## src/rtl/alarm_clock_pkg.sv

```systemverilog
// Shared types and wrap-around helpers for the alarm-clock datapath.
package alarm_clock_pkg;

    localparam int HOUR_W = 5;
    localparam int MIN_W  = 6;
    localparam int SEC_W  = 6;

    localparam logic [HOUR_W-1:0] HOUR_MAX = 5'd23;
    localparam logic [MIN_W-1:0]  MIN_MAX  = 6'd59;

    typedef enum logic {SEL_TIME, SEL_ALARM} sel_e;
    typedef enum logic {IDLE, EDIT} edit_state_e;

    typedef struct packed {
        logic [HOUR_W-1:0] hh;
        logic [MIN_W-1:0]  mm;
    } hhmm_t;

    // Hour step, 23 wraps to 0.
    function automatic logic [HOUR_W-1:0] hour_inc(input logic [HOUR_W-1:0] h);
        return (h == HOUR_MAX) ? '0 : h + HOUR_W'(1);
    endfunction

    // Minute/second step, 59 wraps to 0 (no carry out).
    function automatic logic [MIN_W-1:0] min_inc(input logic [MIN_W-1:0] m);
        return (m == MIN_MAX) ? '0 : m + MIN_W'(1);
    endfunction

endpackage

```

## src/rtl/hms_counter.sv

```systemverilog
// Seconds prescaler plus hh:mm:ss cascade with a synchronous hh:mm load.
// sec_tick is registered: it is high in the cycle the new second is visible.
module hms_counter
    import alarm_clock_pkg::*;
#(
    parameter int CLKS_PER_SEC = 50_000_000
)(
    input  logic             clk,
    input  logic             rst_n,
    input  logic             load,
    input  hhmm_t            load_val,
    output hhmm_t            hhmm,
    output logic [SEC_W-1:0] sec,
    output logic             sec_tick
);

    localparam int            PW     = (CLKS_PER_SEC > 1) ? $clog2(CLKS_PER_SEC) : 1;
    localparam logic [PW-1:0] PRE_TC = PW'(CLKS_PER_SEC - 1);

    logic [PW-1:0] presc;
    logic          wrap;

    assign wrap = (presc == PRE_TC);

    // Load beats a coincident wrap: time restarts at hh:mm:00 with no tick.
    always_ff @(posedge clk or negedge rst_n) begin
        if (!rst_n) begin
            presc    <= '0;
            sec      <= '0;
            hhmm     <= '0;
            sec_tick <= 1'b0;
        end else if (load) begin
            presc    <= '0;
            sec      <= '0;
            hhmm     <= load_val;
            sec_tick <= 1'b0;
        end else if (wrap) begin
            presc    <= '0;
            sec_tick <= 1'b1;
            sec      <= min_inc(sec);
            if (sec == MIN_MAX) begin
                hhmm.mm <= min_inc(hhmm.mm);
                if (hhmm.mm == MIN_MAX)
                    hhmm.hh <= hour_inc(hhmm.hh);
            end
        end else begin
            presc    <= presc + PW'(1);
            sec_tick <= 1'b0;
        end
    end

endmodule

```

## src/rtl/time_core.sv

```systemverilog
// Alarm-clock datapath: running time, alarm, edit scratch register with
// auto-repeat increments, ring timer and registered display mux.
module time_core
    import alarm_clock_pkg::*;
#(
    parameter int CLKS_PER_SEC = 50_000_000,
    parameter int REPEAT_CLKS  = 25_000_000,
    parameter int RING_SECS    = 60
)(
    input  logic              clk,
    input  logic              rst_n,
    input  logic              showTime,
    input  logic              loadTime,
    input  logic              showAlarm,
    input  logic              loadAlarm,
    input  logic              incrHour,
    input  logic              incrMinute,
    input  logic              alarm_off,
    output logic [HOUR_W-1:0] disp_hour,
    output logic [MIN_W-1:0]  disp_min,
    output logic [SEC_W-1:0]  disp_sec,
    output logic              disp_is_alarm,
    output logic              editing,
    output logic              ring,
    output logic              sec_tick
);

    localparam int            RW     = (REPEAT_CLKS > 1) ? $clog2(REPEAT_CLKS) : 1;
    localparam logic [RW-1:0] REP_TC = RW'(REPEAT_CLKS - 1);
    localparam int            CW     = (RING_SECS > 1) ? $clog2(RING_SECS) : 1;
    localparam logic [CW-1:0] RING_TC = CW'(RING_SECS - 1);

    hhmm_t            time_hhmm;
    logic [SEC_W-1:0] time_sec;
    hhmm_t            alarm;
    hhmm_t            edit, edit_nx, src;
    sel_e             sel;
    edit_state_e      state, state_nx;
    logic [RW-1:0]    rep_cnt, rep_nx;
    logic [CW-1:0]    ring_cnt;
    logic             ih_q, im_q;
    logic             rise_h, rise_m, held, rep_fire, ring_hit;

    hms_counter #(.CLKS_PER_SEC(CLKS_PER_SEC)) u_hms (
        .clk      (clk),
        .rst_n    (rst_n),
        .load     (loadTime),
        .load_val (edit),
        .hhmm     (time_hhmm),
        .sec      (time_sec),
        .sec_tick (sec_tick)
    );

    assign editing  = (state == EDIT);
    assign rise_h   = incrHour & ~ih_q;
    assign rise_m   = incrMinute & ~im_q;
    assign held     = incrHour | incrMinute;
    assign rep_fire = (rep_cnt == REP_TC);
    assign src      = (sel == SEL_ALARM) ? alarm : time_hhmm;
    assign ring_hit = sec_tick && (time_sec == '0) && (time_hhmm == alarm);

    // Edit FSM next state, edit value and repeat counter.
    // Hour always wins; a minute event while incrHour is high is dropped.
    always_comb begin
        state_nx = state;
        edit_nx  = edit;
        rep_nx   = rep_cnt;
        if (state == IDLE) begin
            rep_nx = '0;
            if (held) begin
                state_nx = EDIT;
                edit_nx  = src;
                if (incrHour) edit_nx.hh = hour_inc(src.hh);
                else          edit_nx.mm = min_inc(src.mm);
            end
        end else begin
            if (showTime || showAlarm || loadTime || loadAlarm) begin
                state_nx = IDLE;
                rep_nx   = '0;
            end else if (rise_h || rise_m) begin
                rep_nx = '0;
                if (rise_h)         edit_nx.hh = hour_inc(edit.hh);
                else if (!incrHour) edit_nx.mm = min_inc(edit.mm);
            end else if (held) begin
                if (rep_fire) begin
                    rep_nx = '0;
                    if (incrHour) edit_nx.hh = hour_inc(edit.hh);
                    else          edit_nx.mm = min_inc(edit.mm);
                end else begin
                    rep_nx = rep_cnt + RW'(1);
                end
            end else begin
                rep_nx = '0;
            end
        end
    end

    // Edit FSM state, edit register, repeat counter and input edge history.
    always_ff @(posedge clk or negedge rst_n) begin
        if (!rst_n) begin
            state   <= IDLE;
            edit    <= '0;
            rep_cnt <= '0;
            ih_q    <= 1'b0;
            im_q    <= 1'b0;
        end else begin
            state   <= state_nx;
            edit    <= edit_nx;
            rep_cnt <= rep_nx;
            ih_q    <= incrHour;
            im_q    <= incrMinute;
        end
    end

    // Display source select and alarm commit.
    always_ff @(posedge clk or negedge rst_n) begin
        if (!rst_n) begin
            sel   <= SEL_TIME;
            alarm <= '0;
        end else begin
            if (showTime)       sel <= SEL_TIME;
            else if (showAlarm) sel <= SEL_ALARM;
            if (loadAlarm)      alarm <= edit;
        end
    end

    // Ring timer: only a second tick can start it, alarm_off always wins.
    always_ff @(posedge clk or negedge rst_n) begin
        if (!rst_n) begin
            ring     <= 1'b0;
            ring_cnt <= '0;
        end else if (alarm_off) begin
            ring <= 1'b0;
        end else if (ring_hit) begin
            ring     <= 1'b1;
            ring_cnt <= '0;
        end else if (ring && sec_tick) begin
            if (ring_cnt == RING_TC) ring <= 1'b0;
            else                     ring_cnt <= ring_cnt + CW'(1);
        end
    end

    // Registered display mux; holds when nothing selects a source.
    always_ff @(posedge clk or negedge rst_n) begin
        if (!rst_n) begin
            disp_hour     <= '0;
            disp_min      <= '0;
            disp_sec      <= '0;
            disp_is_alarm <= 1'b0;
        end else if (showTime) begin
            disp_hour     <= time_hhmm.hh;
            disp_min      <= time_hhmm.mm;
            disp_sec      <= time_sec;
            disp_is_alarm <= 1'b0;
        end else if (showAlarm) begin
            disp_hour     <= alarm.hh;
            disp_min      <= alarm.mm;
            disp_sec      <= '0;
            disp_is_alarm <= 1'b1;
        end else if (state == EDIT) begin
            disp_hour     <= edit.hh;
            disp_min      <= edit.mm;
            disp_sec      <= '0;
            disp_is_alarm <= (sel == SEL_ALARM);
        end
    end

endmodule
```

## config.mk

```make
export PLATFORM = sky130hd
export DESIGN_NAME = time_core
export DESIGN_NICKNAME = d
export VERILOG_FILES = /design/src/rtl/alarm_clock_pkg.sv /design/src/rtl/hms_counter.sv /design/src/rtl/time_core.sv
export SDC_FILE = /design/constraint.sdc
export NUM_CORES = 1
export LEC_CHECK = 0
export CAP_MARGIN = 20
export CORE_ASPECT_RATIO = 0.8
export CORE_MARGIN = 8
export CORE_UTILIZATION = 55
export DETAILED_ROUTE_END_ITERATION = 16
export PLACE_DENSITY = 0.76
export SYNTH_ARGS = -nofsm -noshare
export SYNTH_HDL_FRONTEND = slang
export SYNTH_SLANG_ARGS = --single-unit
```

## constraint.sdc

```tcl
create_clock -name clk -period 2.1 [get_ports clk]
set_input_delay 0.315 -clock clk [delete_from_list [all_inputs] [get_ports clk]]
set_output_delay 0.315 -clock clk [all_outputs]
set_load 0.05 [all_outputs]
```

# Word-level counts from Yosys, hierarchy flattened
# Index checks and enable logic that the tools add are counted.
[word_totals]
reg_bits = 120
in_bits = 9
elab_cells = 136
[op_classes]
n_addsub = 10
eq_ne = 17
muxes = 59
n_bitwise = 6
n_reduce_logical = 24
[op_table]
columns = ["cell", "count"]
rows = [
  ["25-bit two-way mux", 5],
  ["11-bit two-way mux", 10],
  ["6-bit two-way mux", 18],
  ["26-bit two-way mux", 2],
  ["5-bit two-way mux", 10],
  ["6-bit by 1-bit adder with 6-bit output (second input constant)", 5],
  ["6-bit equality test (second input constant)", 5],
  ["26-bit by 1-bit adder with 26-bit output (second input constant)", 1],
  ["26-bit equality test (second input constant)", 1],
  ["25-bit by 1-bit adder with 25-bit output (second input constant)", 1],
  ["25-bit equality test (second input constant)", 1],
  ["5-bit by 1-bit adder with 5-bit output (second input constant)", 3],
  ["5-bit equality test (second input constant)", 3],
  ["1-bit two-way mux", 14],
  ["2-bit nonzero test", 6],
  ["3-bit nonzero test", 4],
  ["11-bit equality test", 1],
  ["6-bit zero test", 1],
  ["3-bit inequality test (second input constant)", 2],
  ["3-bit AND reduction", 2],
  ["6-bit AND reduction", 1],
  ["5-bit AND reduction", 1],
  ["1-bit logical OR", 4],
  ["2-bit inequality test (second input constant)", 2],
  ["other kinds (7)", 13],
]

# Logic depth before layout (Yosys ltp)
# Gate-level depths: netlist of run 1.
[logic_depth]
depth_word = 8
ltp_mapped = 9
mapped_depth_nobuf = 7

# Cells and area by module
# From an unflattened synthesis of run 1, not the netlist that was laid out.
[hier_totals]
hier_cells = 701
area_unflattened_um2 = 6675.2
[by_module_without_submodules]
columns = ["mod", "n_inst", "cells_each", "area_per_inst_um2", "seq_area_each_um2"]
rows = [
  ["time_core", 1, 446, 4315.4, 1901.8],
  ["hms_counter", 1, 255, 2359.8, 1101.1],
]

# Worst setup path before layout of run 1
# Ideal clock, no wire load.
[synth_timing]
path_kind = "register to register"
startpoint = "register sel"
endpoint = "register edit[0] (netlist bit)"
setup_ns = 0.128
arrival_time_ns = 1.988
required_ns = 1.972
path_slack_ns = -0.015
path_stages_with_launch = 9
n_path_buf = 2
cell_sequence = "dfrtp_1 buf_2 buf_2 mux2_2 ha_1 nand2b_1 a211oi_1 o32ai_1 mux2_1"
[synth_between]
elab_chain_len = 6
word_cells_on_any_way = 7
classes_between = "add/sub (1); eq/ne (1); mux (5)"
[synth_lines]
columns = ["element", "line", "text"]
rows = [
  ["start, declared", "time_core.sv:37", "sel_e sel;"],
  ["start signal, assigned", "time_core.sv:118", "sel <= SEL_TIME;"],
  ["start signal, assigned", "time_core.sv:121", "if (showTime) sel <= SEL_TIME;"],
  ["start signal, assigned", "time_core.sv:122", "else if (showAlarm) sel <= SEL_ALARM;"],
  ["11-bit two-way mux (*)", "time_core.sv:59", "assign src = (sel == SEL_ALARM) ? alarm : time_hhmm;"],
  ["6-bit by 1-bit adder with 6-bit output or 6-bit equality test (tied branches)", "alarm_clock_pkg.sv:26", "return (m == MIN_MAX) ? '0 : m + MIN_W'(1);"],
  ["6-bit two-way mux", "alarm_clock_pkg.sv:26", ""],
  ["6-bit two-way mux (*)", "time_core.sv:73", "if (incrHour) edit_nx.hh = hour_inc(src.hh);"],
  ["11-bit two-way mux (*)", "time_core.sv:70", "if (held) begin"],
  ["11-bit two-way mux (*)", "time_core.sv:68", "if (state == IDLE) begin"],
  ["end signal, assigned", "time_core.sv:108", "edit <= edit_nx;"],
  ["end, declared", "time_core.sv:36", "hhmm_t edit, edit_nx, src;"],
]
# Mark *: on every way between the ends. The rest lies on a longest branch, timed or not. The select of a mux whose other input is x is not followed.
# A chain may end at the register's enable or synchronous reset.

# Worst setup path after layout of run 1
[layout_timing]
startpoint = "register u_hms.presc[9]"
endpoint = "register u_hms.sec[4]"
[layout_between]
elab_chain_len = 2
[layout_lines]
columns = ["element", "line", "text"]
rows = [
  ["start, declared", "hms_counter.sv:20", "logic [PW-1:0] presc;"],
  ["start signal, assigned", "hms_counter.sv:47", "presc <= presc + PW'(1);"],
  ["26-bit equality test", "hms_counter.sv:23", "assign wrap = (presc == PRE_TC);"],
  ["2-bit nonzero test (no source line)", "n/a", ""],
  ["end signal, assigned", "hms_counter.sv:40", "sec <= min_inc(sec);"],
  ["end, declared", "hms_counter.sv:13", "output logic [SEC_W-1:0] sec,"],
]
# Every way passes these cells.

==> results of run 1 <==
==> worst max-delay path by stage <==
stage                             startpoint                       end  slack (ns)  depth (start not counted)
global placement                    loadTime       edit[6]$_DFFE_PN0P_       -0.26                          6
CTS                          sel$_DFFE_PN0P_       edit[1]$_DFFE_PN0P_        0.03                          6
global route           rep_cnt[10]$_DFF_PN0_       edit[5]$_DFFE_PN0P_       -0.06                          6
detailed placement                  loadTime       edit[6]$_DFFE_PN0P_       -0.30                          6
floorplan                    sel$_DFFE_PN0P_       edit[1]$_DFFE_PN0P_        0.01                          8
finish              u_hms.presc[9]$_DFF_PN0_  u_hms.sec[4]$_DFFE_PN0P_        0.07                          6
==> synthesized netlist by cell type (2+ instances only) <==
library cell	count	area [um^2]
sky130_fd_sc_hd__mux2_1	2	22.52
sky130_fd_sc_hd__a211oi_1	5	37.54
sky130_fd_sc_hd__a21oi_1	36	180.2
sky130_fd_sc_hd__xnor2_1	23	201.4
sky130_fd_sc_hd__or3_1	3	18.77
sky130_fd_sc_hd__and4_1	8	70.07
sky130_fd_sc_hd__o31ai_1	7	52.55
sky130_fd_sc_hd__buf_2	7	35.03
sky130_fd_sc_hd__nand2_1	53	198.9
sky130_fd_sc_hd__or4b_1	2	20.02
sky130_fd_sc_hd__and2_1	3	18.77
sky130_fd_sc_hd__or4_1	6	45.04
sky130_fd_sc_hd__ha_1	11	137.6
sky130_fd_sc_hd__clkbuf_1	30	112.6
sky130_fd_sc_hd__nand2b_1	15	93.84
sky130_fd_sc_hd__nor2_1	87	326.6
sky130_fd_sc_hd__o31a_1	2	17.52
sky130_fd_sc_hd__a22o_1	6	52.55
sky130_fd_sc_hd__a21boi_0	3	22.52
sky130_fd_sc_hd__nor3_1	16	80.08
sky130_fd_sc_hd__nand4b_1	4	35.03
sky130_fd_sc_hd__buf_1	4	15.01
sky130_fd_sc_hd__nand3b_1	4	30.03
sky130_fd_sc_hd__nor2_2	2	12.51
sky130_fd_sc_hd__nor2b_1	11	68.82
sky130_fd_sc_hd__o211ai_1	3	22.52
sky130_fd_sc_hd__nor4_1	12	75.07
sky130_fd_sc_hd__a31oi_1	9	56.30
sky130_fd_sc_hd__nor4b_1	2	17.52
sky130_fd_sc_hd__nand4_1	21	131.4
sky130_fd_sc_hd__and3_1	14	87.58
sky130_fd_sc_hd__o21ai_0	33	165.2
sky130_fd_sc_hd__nand3_1	41	205.2
sky130_fd_sc_hd__mux2i_1	16	160.2
sky130_fd_sc_hd__xor2_1	46	402.9
sky130_fd_sc_hd__nor4_2	4	50.05
sky130_fd_sc_hd__inv_1	12	45.04
sky130_fd_sc_hd__nor3b_1	2	15.01
sky130_fd_sc_hd__dfrtp_1	120	3003
sky130_fd_sc_hd__mux2_2	20	225.2
==> state kept, by name (all words and copies together), names as in the netlist, 5 cells and up <==
| register | flops |
|---|---|
| disp_sec | 6 |
| edit | 11 |
| u_hms.presc | 26 |
| u_hms.sec | 6 |
| disp_min | 6 |
| alarm | 11 |
| disp_hour | 5 |
| u_hms.hhmm | 11 |
| rep_cnt | 25 |
| ring_cnt | 6 |
==> cell type report <==
class | instances | area, um^2 | share of cell area
Timing Repair Buffer | 85 | 758.2 | 0.09172
Tap cell | 152 | 190.2 | 0.02301
Clock inverter | 15 | 250.2 | 0.03027
Multi-Input combinational cell | 555 | 3593 | 0.4347
Sequential cell | 120 | 3004 | 0.3634
Inverter | 12 | 45.04 | 0.005449
Clock buffer | 17 | 425.4 | 0.05146
==> cells by family after synthesis <==
kind of cell,after synthesis,synth area share
AOI/OAI and AO/OA,121,0.1120
xor gates and xnor gates,69,0.08910
adders and majority gates,11,0.02029
buffers and inverters,54,0.03173
DFF,120,0.4427
muxes,38,0.06014
and+or+nand+nor,316,0.2441
==> metal layers <==
layer / share of wire / vias to the layer above
li1: - / 2728
met1: 0.46 / 2874
met2: 0.48 / 175
met3: 0.054 / 22
met4: 0.014 / 0
met5: 0 / -
==> report_power, final <==
group          internal (mW)  switching, mW
sequential              2.69          0.659
clock                   2.23           1.10
combinational           1.13           1.52
==> worst register-to-register path, delay by kind of cell, from the launching register on <==
family,cells,cell delay (ns)
compound gates,1,0.15
buf+inv,1,0.24
flops,1,0.41
simple gates,4,1.16
==> stage by stage <==
stage	hold slack (ns)	utilization	instance area, um^2	power, mW
floorplan	0.01941	-	6788	5.035
global placement	0.3833	0.6234	7553	5.814
detailed placement	0.3847	0.6234	7553	5.948
CTS	0.4863	0.6801	8240	9.299
global route	0.5044	0.6823	8267	9.801
finish	0.4782	0.6823	8267	9.339
==> what timing repair did <==
action,CTS,global route
hold endpoints to repair,120,0
resized for setup,1,5
endpoints found under the setup margin,1,19
gates cloned,0,0
setup buffers,0,1
hold buffers,1,0
pin swaps,0,1
==> results.py, run 1 <==
metrics = {
    "setup_path": {
        "reg2reg_start": "u_hms.presc[9]$_DFF_PN0_",
        "crit_buf_inv": 1,
        "cp_slowest_stage_delay_ns": 0.41,
        "worstReg2RegEnd": "u_hms.sec[4]$_DFFE_PN0P_",
        "critical_path.endpoint_type": "flip-flop",
        "cp_slowest_cell": "sky130_fd_sc_hd__dfrtp_1",
        "setup.worst_path.start_class": "flip-flop",
        "criticalPathCategory": "reg -> reg",
        "cp_data_arrival_time_ns": 2.37,
        "reg2reg_slack_ns": 0.07,
        "reg2regPathDepth": 6,
        "cp_top_family": "simple AND/OR/NAND/NOR gates",
        "worstPathCellList": "nand4b_1 > nor4_1 > nand4_1 > buf_4 > or3_1 > a21oi_1",
        "worstPathRequired_ns": 2.44,
        "worst-path-max-fanout": 6,
    },
    "logic_synthesis": {
        "async_reset_ff_frac": 1.000,
        "summed_instance_area_of_the_synthesized_netlist_mm2": 0.006783,
        "yosysWarningCount": 0,
        "post_synth.cell_area_avg_um2": 9.304,
        "post_synth_num_cell_types": 64,
        "ys_ff_latch": 120,
        "syn_nets": 749,
        "ys.flop_type": "sky130_fd_sc_hd__dfrtp_1",
        "share_of_the_yosys_chip_area_belonging_to_registers": 0.4427,
        "synth_cells": 729,
        "synth_enable_flop_cells": 0,
    },
    "timing": {
        "finalCritPeriodShare": 0.9677,
        "max-slew-margin-rel": 0.6551,
        "setup-tns-final_ns": 0,
        "final.setup.worst_slack_ns": 0.06789,
        "grt_setup_unrepaired": "true",
        "hold_viol_final": 0,
        "fmax_mhz": 492.1,
        "final_max_slew_viol_count": 0,
        "timing.clock.skew_ns": 0.005387,
        "post-route-min-period_ns": 2.032,
        "final-setup-viol-count": 0,
        "timing_worst_slew_pin_value_ns": 0.5158,
    },
    "finish": {
        "final_cell_mix": "sky130_fd_sc_hd__dfrtp_1, sky130_fd_sc_hd__nor2_1, sky130_fd_sc_hd__nand2_1, sky130_fd_sc_hd__buf_4, sky130_fd_sc_hd__xor2_1",
        "area_growth_syn_to_layout_pct": 21.88,
        "instances_no_fill": 956,
        "diodes": 0,
        "final_layout_net_count": 811,
        "filler_cell_count": 922,
        "mostFrequentLayoutCell": "sky130_fd_sc_hd__dfrtp_1",
        "final_layout_size_suffix_gt1_frac": 0.1604,
    },
    "drt": {
        "vias_per_cell": 6.066,
        "drcViolationCount": 0,
        "drt-wirelength-per-cell_um": 17.65,
        "drt-pass1-iter-count": 5,
        "drt_wl_total_um": 16870,
        "dr_total_vias": 5799,
        "remaining_number_of_nets_flagged_by_the_antenna_check_after_routing": 0,
        "detail_route.iter0.violations": 536,
    },
    "clock_network": {
        "clk_transition_reported_paths_ns": 0.06,
        "numClockSinks": 120,
        "max-clock-path-buffers": 2,
        "clkLatencyLatePin_ns": 0.42,
        "clock_tree.htree_level_count": 4,
        "tritoncts": "yes",
        "clk_tree_root_cell": "sky130_fd_sc_hd__clkbuf_16",
        "numCtsBuffers": 17,
    },
    "placement": {
        "placed_cells": 922,
        "buffer_ports.inserted": 29,
        "gpl_wtd_cong": 0.8719,
        "hpwl_detailed_um": 11750,
        "pre_cts_ws_ns": -0.2951,
    },
    "die": {
        "boundaryPins": 30,
        "die_height_um": 115.3,
        "placement_rows": 36,
        "initial_utilization": 0.5598,
        "placeable_area_mm2": 0.01212,
        "die_width_um": 140.2,
        "dieArea_mm2": 0.01616,
    },
    "global_routing": {
        "grt_most_used_layer": "met2",
        "grt_util_all_layers": 0.2191,
        "grt_start_max_net_pins": 85,
        "global_route.usage.met3": 0.05021,
        "global_route.overflow_total": 0,
        "gr-usage-met1": 0.2828,
        "grt_first_pass_wirelength_um": 28680,
        "number_of_antenna_violations_at_the_first_check_in_global_routing": 0,
        "number_of_global_route_vias_before_repair": 5756,
        "global_route.usage.met2": 0.3532,
    },
    "status": {
        "status": "completed",
    },
    "pwr": {
        "ratio_of_total_power_to_cell_area_mw_per_mm2": 1130,
        "static-leakage-power_nw": 3.431,
        "max-vdd-ir-drop_v": 0.0008523,
    },
    "hold_path": {
        "holdPathStages": 2,
        "holdPathEnd": "disp_hour[3]$_DFFE_PN0P_",
        "holdCritPathClass": "reg -> reg",
        "worstHoldStart": "disp_hour[3]$_DFFE_PN0P_",
    },
    "flow_run": {
        "max_cap_viol_count": 0,
    },
}
Power figures use the tool's default switching activity.
==> inputs of run 2 (changes only) <==
Settings changed: CAP_MARGIN 20 to 5.
==> results of run 2 <==
No change in the layout: final DEF, timing and power equal those of run 1.
